[config.mk]
export PLATFORM = sky130hd
export DESIGN_NAME = uart_tx_fifo
export DESIGN_NICKNAME = d
export VERILOG_FILES = /design/src/rtl/uart_pkg.sv /design/src/rtl/sync_fifo.sv /design/src/rtl/uart_tx_fifo.sv
export SDC_FILE = /design/constraint.sdc
export NUM_CORES = 1
export LEC_CHECK = 0
export CAP_MARGIN = 5
export CORE_MARGIN = 1.5
export CORE_UTILIZATION = 30
export CTS_BUF_LIST = sky130_fd_sc_hd__clkbuf_8
export DETAILED_ROUTE_END_ITERATION = 8
export GPL_ROUTABILITY_DRIVEN = 0
export SLEW_MARGIN = 20
export SYNTH_ARGS = -nofsm -noshare
export SYNTH_HDL_FRONTEND = slang
export SYNTH_SLANG_ARGS = --single-unit
[constraint.sdc]
create_clock -name clk -period 7.6 [get_ports clk]
set_input_delay 1.52 -clock clk [delete_from_list [all_inputs] [get_ports clk]]
set_output_delay 1.52 -clock clk [all_outputs]
set_load 0.005 [all_outputs]
[src/rtl/uart_pkg.sv]
// Shared UART definitions: memory-map addresses used by the core's decode
// and the drain state encoding of the buffered transmitter.
package uart_pkg;

  localparam logic [31:0] UART_RW_ADDRESS     = 32'h0000_0400;
  localparam logic [31:0] UART_STATUS_ADDRESS = 32'h0000_0404;
  localparam logic [31:0] BAUD_MAX_ADDRESS    = 32'h0000_0408;

  typedef enum logic [1:0] {
    IDLE,
    SEND,
    ARM,
    DRAIN
  } uart_tx_state_t;

endpackage

[src/rtl/sync_fifo.sv]
// Single-clock circular-buffer FIFO with registered occupancy count and flush.
// The caller qualifies push/pop (no push when full without a pop, no pop when empty).
module sync_fifo #(
  parameter  int DEPTH = 16,
  parameter  int WIDTH = 8,
  localparam int PW    = $clog2(DEPTH),
  localparam int CW    = $clog2(DEPTH) + 1
) (
  input  logic             clk,
  input  logic             rst,
  input  logic             push,
  input  logic             pop,
  input  logic             flush,
  input  logic [WIDTH-1:0] wr_data,
  output logic [WIDTH-1:0] rd_data,
  output logic [CW-1:0]    count,
  output logic             full,
  output logic             empty
);

  logic [WIDTH-1:0] mem [DEPTH];
  logic [PW-1:0]    rd_ptr;
  logic [PW-1:0]    wr_ptr;

  // Flush discards a same-cycle push and pop; pointers wrap naturally.
  always_ff @(posedge clk) begin
    if (rst) begin
      rd_ptr <= '0;
      wr_ptr <= '0;
      count  <= '0;
    end else if (flush) begin
      rd_ptr <= wr_ptr;
      count  <= '0;
    end else begin
      if (push) wr_ptr <= wr_ptr + 1'b1;
      if (pop)  rd_ptr <= rd_ptr + 1'b1;
      count <= count + CW'(push) - CW'(pop);
    end
  end

  always_ff @(posedge clk) begin
    if (push && !flush) mem[wr_ptr] <= wr_data;
  end

  assign rd_data = mem[rd_ptr];
  assign full    = (count == CW'(DEPTH));
  assign empty   = (count == '0);

endmodule

[src/rtl/uart_tx_fifo.sv]
// Buffered UART transmit front-end: core stores fill a FIFO and a drain FSM
// launches one byte at a time into the Uart, pacing on its busy flag.
module uart_tx_fifo
  import uart_pkg::*;
#(
  parameter  int DEPTH = 16,
  localparam int CW    = $clog2(DEPTH) + 1
) (
  input  logic          clk,
  input  logic          rst,
  input  logic          wr_en,
  input  logic [7:0]    wr_data,
  input  logic          flush,
  input  logic          clr_overflow,
  input  logic          uart_busy,
  output logic [7:0]    uart_data,
  output logic          uart_write_enable,
  output logic          full,
  output logic          empty,
  output logic [CW-1:0] count,
  output logic          overflow,
  output logic          tx_active
);

  uart_tx_state_t state, state_next;
  logic           pop;
  logic           push;
  logic           drop;
  logic [7:0]     fifo_rd_data;

  // A pop frees a slot in the same cycle, so a full FIFO still accepts a push
  // alongside it. A flush swallows the push without flagging overflow.
  assign pop  = (state == IDLE) && !empty && !uart_busy && !flush;
  assign push = wr_en && (!full || pop);
  assign drop = wr_en && full && !pop && !flush;

  sync_fifo #(
    .DEPTH (DEPTH),
    .WIDTH (8)
  ) u_fifo (
    .clk     (clk),
    .rst     (rst),
    .push    (push),
    .pop     (pop),
    .flush   (flush),
    .wr_data (wr_data),
    .rd_data (fifo_rd_data),
    .count   (count),
    .full    (full),
    .empty   (empty)
  );

  always_ff @(posedge clk) begin
    if (rst) state <= IDLE;
    else     state <= state_next;
  end

  // ARM skips the busy check: Uart raises busy one cycle after write_enable.
  always_comb begin
    state_next = state;
    unique case (state)
      IDLE:    if (pop) state_next = SEND;
      SEND:    state_next = ARM;
      ARM:     state_next = DRAIN;
      DRAIN:   if (!uart_busy) state_next = IDLE;
      default: state_next = IDLE;
    endcase
  end

  always_ff @(posedge clk) begin
    if (rst)      uart_data <= 8'h00;
    else if (pop) uart_data <= fifo_rd_data;
  end

  // A dropped push beats a simultaneous clear.
  always_ff @(posedge clk) begin
    if (rst)               overflow <= 1'b0;
    else if (drop)         overflow <= 1'b1;
    else if (clr_overflow) overflow <= 1'b0;
  end

  assign uart_write_enable = (state == SEND);
  assign tx_active         = !empty || (state != IDLE);

endmodule

* Word-level counts from Yosys, hierarchy flattened
Memories as Yosys holds them, arrays and structs flattened. A register that Yosys moved wholly into a read port is not among the register bits.
Index checks and enable logic that the tools add are counted.
** Operators by class
- Add/subtract/negate cells :: 4
- Equality and inequality tests :: 6
- Multiplexer cells :: 9
- Bitwise operators :: 1
- Reduce and logical (&&, ||, !) cells :: 23
** Operators with widths (count)
- $add A4 B1 Y4 const B :: 2
- $logic_and A1 B1 Y1 :: 8
- $mux W4 :: 2
- $pmux W2 S4 :: 1
- $reduce_bool A2 Y1 :: 3
- $add A5 B1 Y5 :: 1
- $eq A5 B5 Y1 const B :: 1
- $logic_not A1 Y1 :: 5
- $logic_not A5 Y1 :: 1
- $sub A5 B1 Y5 :: 1
- $eq A2 B2 Y1 const B :: 2
- $mux W1 :: 4
- $mux W2 :: 2
- $ne A2 B2 Y1 const B :: 2
- $reduce_and A2 Y1 :: 2
- $eq A2 B1 Y1 const B :: 1
- $logic_not A2 Y1 :: 1
- $logic_or A1 B1 Y1 :: 2
- $reduce_or A2 Y1 :: 1
- $not A1 Y1 :: 1
** Word-level totals
- Register bits after elaboration :: 16
- Bits in writable memories :: 128
- Bits of input ports :: 14
- Output and inout bits :: 18
- Word-level logic and storage cells :: 49
- Memories kept :: 1
** Memory list
- u_fifo.mem :: depth 16, width 8, rd ports 1, clocked after memory_dff 1, wr ports 1, line sync_fifo.sv:21 : logic [WIDTH-1:0] mem [DEPTH];

* Logic depth before layout (Yosys ltp)
- Depth in word-level cells :: 10
- Gate-level depth with buffers :: 14
- Gate-level depth less buffers :: 13

* Modules after synthesis
Synthesis repeated with hierarchy kept, for this count alone.
** Unflattened totals
- Cells, all modules :: 362
- Area, all modules :: 6291.0 um2
** Modules (own cells, without submodules)
- sync_fifo :: times used 1, cells an instance 303, area an instance 5788.1 um2, seq. area each 4184.0 um2
- uart_tx_fifo :: times used 1, cells an instance 59, area an instance 503.0 um2, seq. area each 220.2 um2

* Worst setup path before layout
Ideal clock, no wire load.
- Path type :: input to register
- From :: in uart_busy
- To :: reg u_fifo.count[4]
- Arrival time :: 3.300 ns
- Setup slack :: 4.170 ns
- Stages :: 11
- Buffers on the path :: 0
- Cell sequence :: nor3b_2 nand2_1 inv_1 ha_1 inv_1 ha_1 fa_1 a21oi_1 o21bai_1 xnor2_1 nor3_1
** On the way
- Longest elaborated chain between the ends :: 7
** RTL lines
- from (decl) :: line uart_tx_fifo.sv:15 : input logic uart_busy,
- $logic_not A1 Y1 (*)
- $logic_and A1 B1 Y1 (*) (2 in a row) :: line uart_tx_fifo.sv:33 : assign pop = (state == IDLE) && !empty && !uart_busy && !flush;
- named net pop :: line uart_tx_fifo.sv:26 : logic pop;
- $logic_or A1 B1 Y1 :: line uart_tx_fifo.sv:34 : assign push = wr_en && (!full || pop);
- $logic_and A1 B1 Y1 :: line uart_tx_fifo.sv:34
- $add A5 B1 Y5 :: line sync_fifo.sv:37 : count <= count + CW'(push) - CW'(pop);
- $sub A5 B1 Y5 (*) :: line sync_fifo.sv:37
- to (signal assigned) :: line sync_fifo.sv:37
- to (decl) :: line sync_fifo.sv:16 : output logic [CW-1:0] count,
Mark *: on every way through the listed nets, which the timed path passes. The rest lies on a longest branch.
A chain may end at the register's enable or synchronous reset.

* Worst setup path in the final report
- From :: reg u_fifo.count[2]
- To :: out empty
** On the way
- Longest elaborated chain between the ends :: 1
** RTL lines
- $logic_not A5 Y1 :: line sync_fifo.sv:47 : assign empty = (count == '0);
- to (decl) :: line uart_tx_fifo.sv:19 : output logic empty,
Every way passes these cells.

==> qor.yml <==
setup_path:
  path_class: "flip-flop to output port"
  endpoint_kind: "output port"
  r2r-start: "u_fifo.count[2]"
  critPathTopFamily: "buffers and inverters"
  slowest_stage: "or4b_1"
  crit_buf_inv: 3
  critPathMaxStageDelay_ns: 0.63
  crit_path_max_fanout: 6
  cp_cell_sequence: "inv_1 -> ha_1 -> or4b_1 -> inv_2 -> clkdlybuf4s50_1"
  reg2reg_slack_ns: 4.40
  reg2reg_to: "u_fifo.count[4]"
  critPathRequiredTime_ns: 6.08
  start_kind: "flip-flop"
  arrival_ns: 2.34
  ff2ff_path_depth: 13
cts:
  clock_sinks: 152
  cts_root_buffer: "clkbuf_8"
  cts.path.max_buffers: 2
  cts-resized-gates: 0
  htree_levels: 4
  cts_tree: "done"
  ctsHoldBuffers: 0
  cts_setup_buffers: 0
  cts_inserted_buffers: 17
  clock_latency_ns: 0.44
  path_clk_slew_ns: 0.08
run:
  drv_cap: 0
timing:
  period_share: 0.5074
  report.final.slew_viol_count: 0
  finalCriticalPeriod_ns: 3.856
  finalClockSkew_ns: 0.01490
  tns_ns: 0
  tightest_slew_ns: 1.016
  timing.fmax_ghz: 0.2593
  setup-violations-final: 0
  relSlewSlack: 0.3204
  holdWs_ns: 0.5035
  hold_violations: 0
  rsz0062_at_grt: "false"
worst_hold_path:
  hold_class: "flip-flop to flip-flop"
  min_to: "uart_data[4]"
  min_from: "uart_data[4]"
  hold_depth: 1
grt:
  antenna_found_initial: 0
  grt.total_usage: 0.1225
  grt_pass1_wl_um: 19530
  grt-ovfl-total: 0
  grt_max_degree: 36
  grt_pass1_vias: 3336
logic_synthesis:
  synth_area_um2: 6325
  synth_seq_cells: 152
  syn_area_per_cell_um2: 18.07
  seq_area_frac_synth: 0.6837
  synth_nets: 381
  synth.distinct_cells: 42
  yosys_warnings: 0
  synthCells: 350
routing:
  drtIter0Drc: 214
  routed_via_density: 4.739
  ant_nets: 0
  drt-total-wl_um: 12600
  wl_per_cell_um: 18.80
  first_pass_iters: 4
  drc: 0
  vias: 3175
die:
  die_area_um2: 21960
  die_w_um: 148.2
  core_um2: 20430
  rows: 52
  start_util: 0.3096
  ios: 32
  die-height_um: 148.2
final_layout:
  layout_commonest_cell: "edfxtp_1"
  syn_to_final_growth_pct: 14.98
  finalNetCount: 418
  n_antenna_cell: 0
  final_util: 0.3560
  drive_above_1_share: 0.1350
  mostFrequentLayoutCells: "edfxtp_1 (128), clkdlybuf4s50_1 (31), nor2_1 (23)"
run_status:
  status: "complete, no violations"
power:
  p_clk_frac: 0.318
  irDropWorstVdd_mv: 0.1018
  p_leak_nw: 2.333
  p_sw_mw: 0.4889
  seq_power_share: 0.518
  swShare: 0.2618
  combPwrFrac: 0.164
  p_int_mw: 1.378
  powerDensity_nw_per_um2: 256.8
place:
  port_buffers: 31
  dpl.hpwl_um: 7953
worst max path at each step:
stage | start | endpoint | slack [ns] | cells after the start
floorplan | uart_busy | u_fifo.count[4] | 4.17 | 11
CTS | uart_busy | u_fifo.mem[0][4] | 3.67 | 5
detailed placement | uart_busy | u_fifo.mem[0][6] | 3.21 | 5
global placement | flush | u_fifo.mem[0][7] | 3.37 | 5
global route | flush | u_fifo.count[4] | 3.60 | 12
finish | u_fifo.count[2] | empty | 3.74 | 5
layer usage:
layer,routed length [um],vias up,part of all wire,track usage
li1,-,1463,-,-
met1,5620,1626,0.45,0.1558
met2,6147,77,0.49,0.1972
met3,741,9,0.059,0.04141
met4,88,0,0.0070,0.03960
met5,0,-,0,0
final cells by class:
class	instances	area, um2
Clock buffer	17	234.0
Fill cell	1921	13160
Inverter	16	60.06
Tap cell	270	337.8
Clock inverter	15	151.4
Sequential cell	152	4329
Timing Repair Buffer	34	332.8
Multi-Input combinational cell	166	1827
cells in the mapped netlist:
cell type,count,share of area
a21o_1,1,0.0012
nand3_1,2,0.0016
clkbuf_1,6,0.0036
buf_4,2,0.0024
dfxtp_1,24,0.076
inv_1,14,0.0083
buf_6,1,0.0018
nor3_1,9,0.0071
nand2_1,8,0.0047
edfxtp_1,128,0.61
a211o_1,1,0.0014
a211oi_1,4,0.0047
nand2b_1,4,0.0040
nand3_2,1,0.0016
a21boi_0,1,0.0012
clkinv_1,1,0.00059
and3_1,2,0.0020
buf_8,1,0.0024
xnor2_1,9,0.012
a31o_1,8,0.011
buf_12,2,0.0063
xor2_1,1,0.0014
a311oi_1,1,0.0014
or4b_1,1,0.0016
mux2i_1,18,0.028
o21ai_0,2,0.0016
and2_1,1,0.00099
nor3b_1,1,0.0012
nor2_1,23,0.014
a21oi_2,1,0.0014
mux4_2,11,0.039
a21oi_1,5,0.0040
ha_1,16,0.032
fa_1,1,0.0032
and4bb_2,1,0.0020
nor3b_2,1,0.0020
nand4_4,1,0.0034
o22ai_1,9,0.0089
o21bai_1,1,0.0012
mux4_1,21,0.087
inv_2,1,0.00059
buf_2,4,0.0032
registers in the layout, summed over array words and instances (netlist names):
signal and count:
u_fifo.mem 128, uart_data 8, u_fifo.count 5, u_fifo.rd_ptr 4, u_fifo.wr_ptr 4, state 2, overflow 1
metrics by stage:
step	area, um2	std cells	worst slack, ns	power, mW
after floorplan	6325	350	4.170	1.177
after global placement	6873	638	3.366	1.288
after detailed placement	6877	638	3.206	1.296
after CTS	7262	670	3.671	1.890
after global routing	7272	670	3.600	1.959
final	7272	670	3.744	1.867
power by group through the flow:
stage               clock network [mW]  logic (mW)  registers (mW)
floorplan                            0       0.212           0.964
global placement                     0       0.302           0.986
detailed placement                   0       0.307           0.989
CTS                              0.611       0.310           0.970
global route                     0.646       0.340           0.974
finish                           0.594       0.306           0.968
logic make-up (layout without fill, tap and decap cells):
| kind of cell | count (synthesis) | after routing | synth area share |
|---|---|---|---|
| AOI/OAI and AO/OA | 34 | 34 | 0.03798 |
| xor gates and xnor gates | 10 | 10 | 0.01385 |
| adders and majority gates | 17 | 17 | 0.03482 |
| buffers and inverters | 32 | 82 | 0.02908 |
| DFF | 152 | 152 | 0.6837 |
| muxes | 50 | 50 | 0.1549 |
| and+or+nand+nor | 55 | 55 | 0.04570 |
No activity file was read; power rests on OpenSTA's default activity.
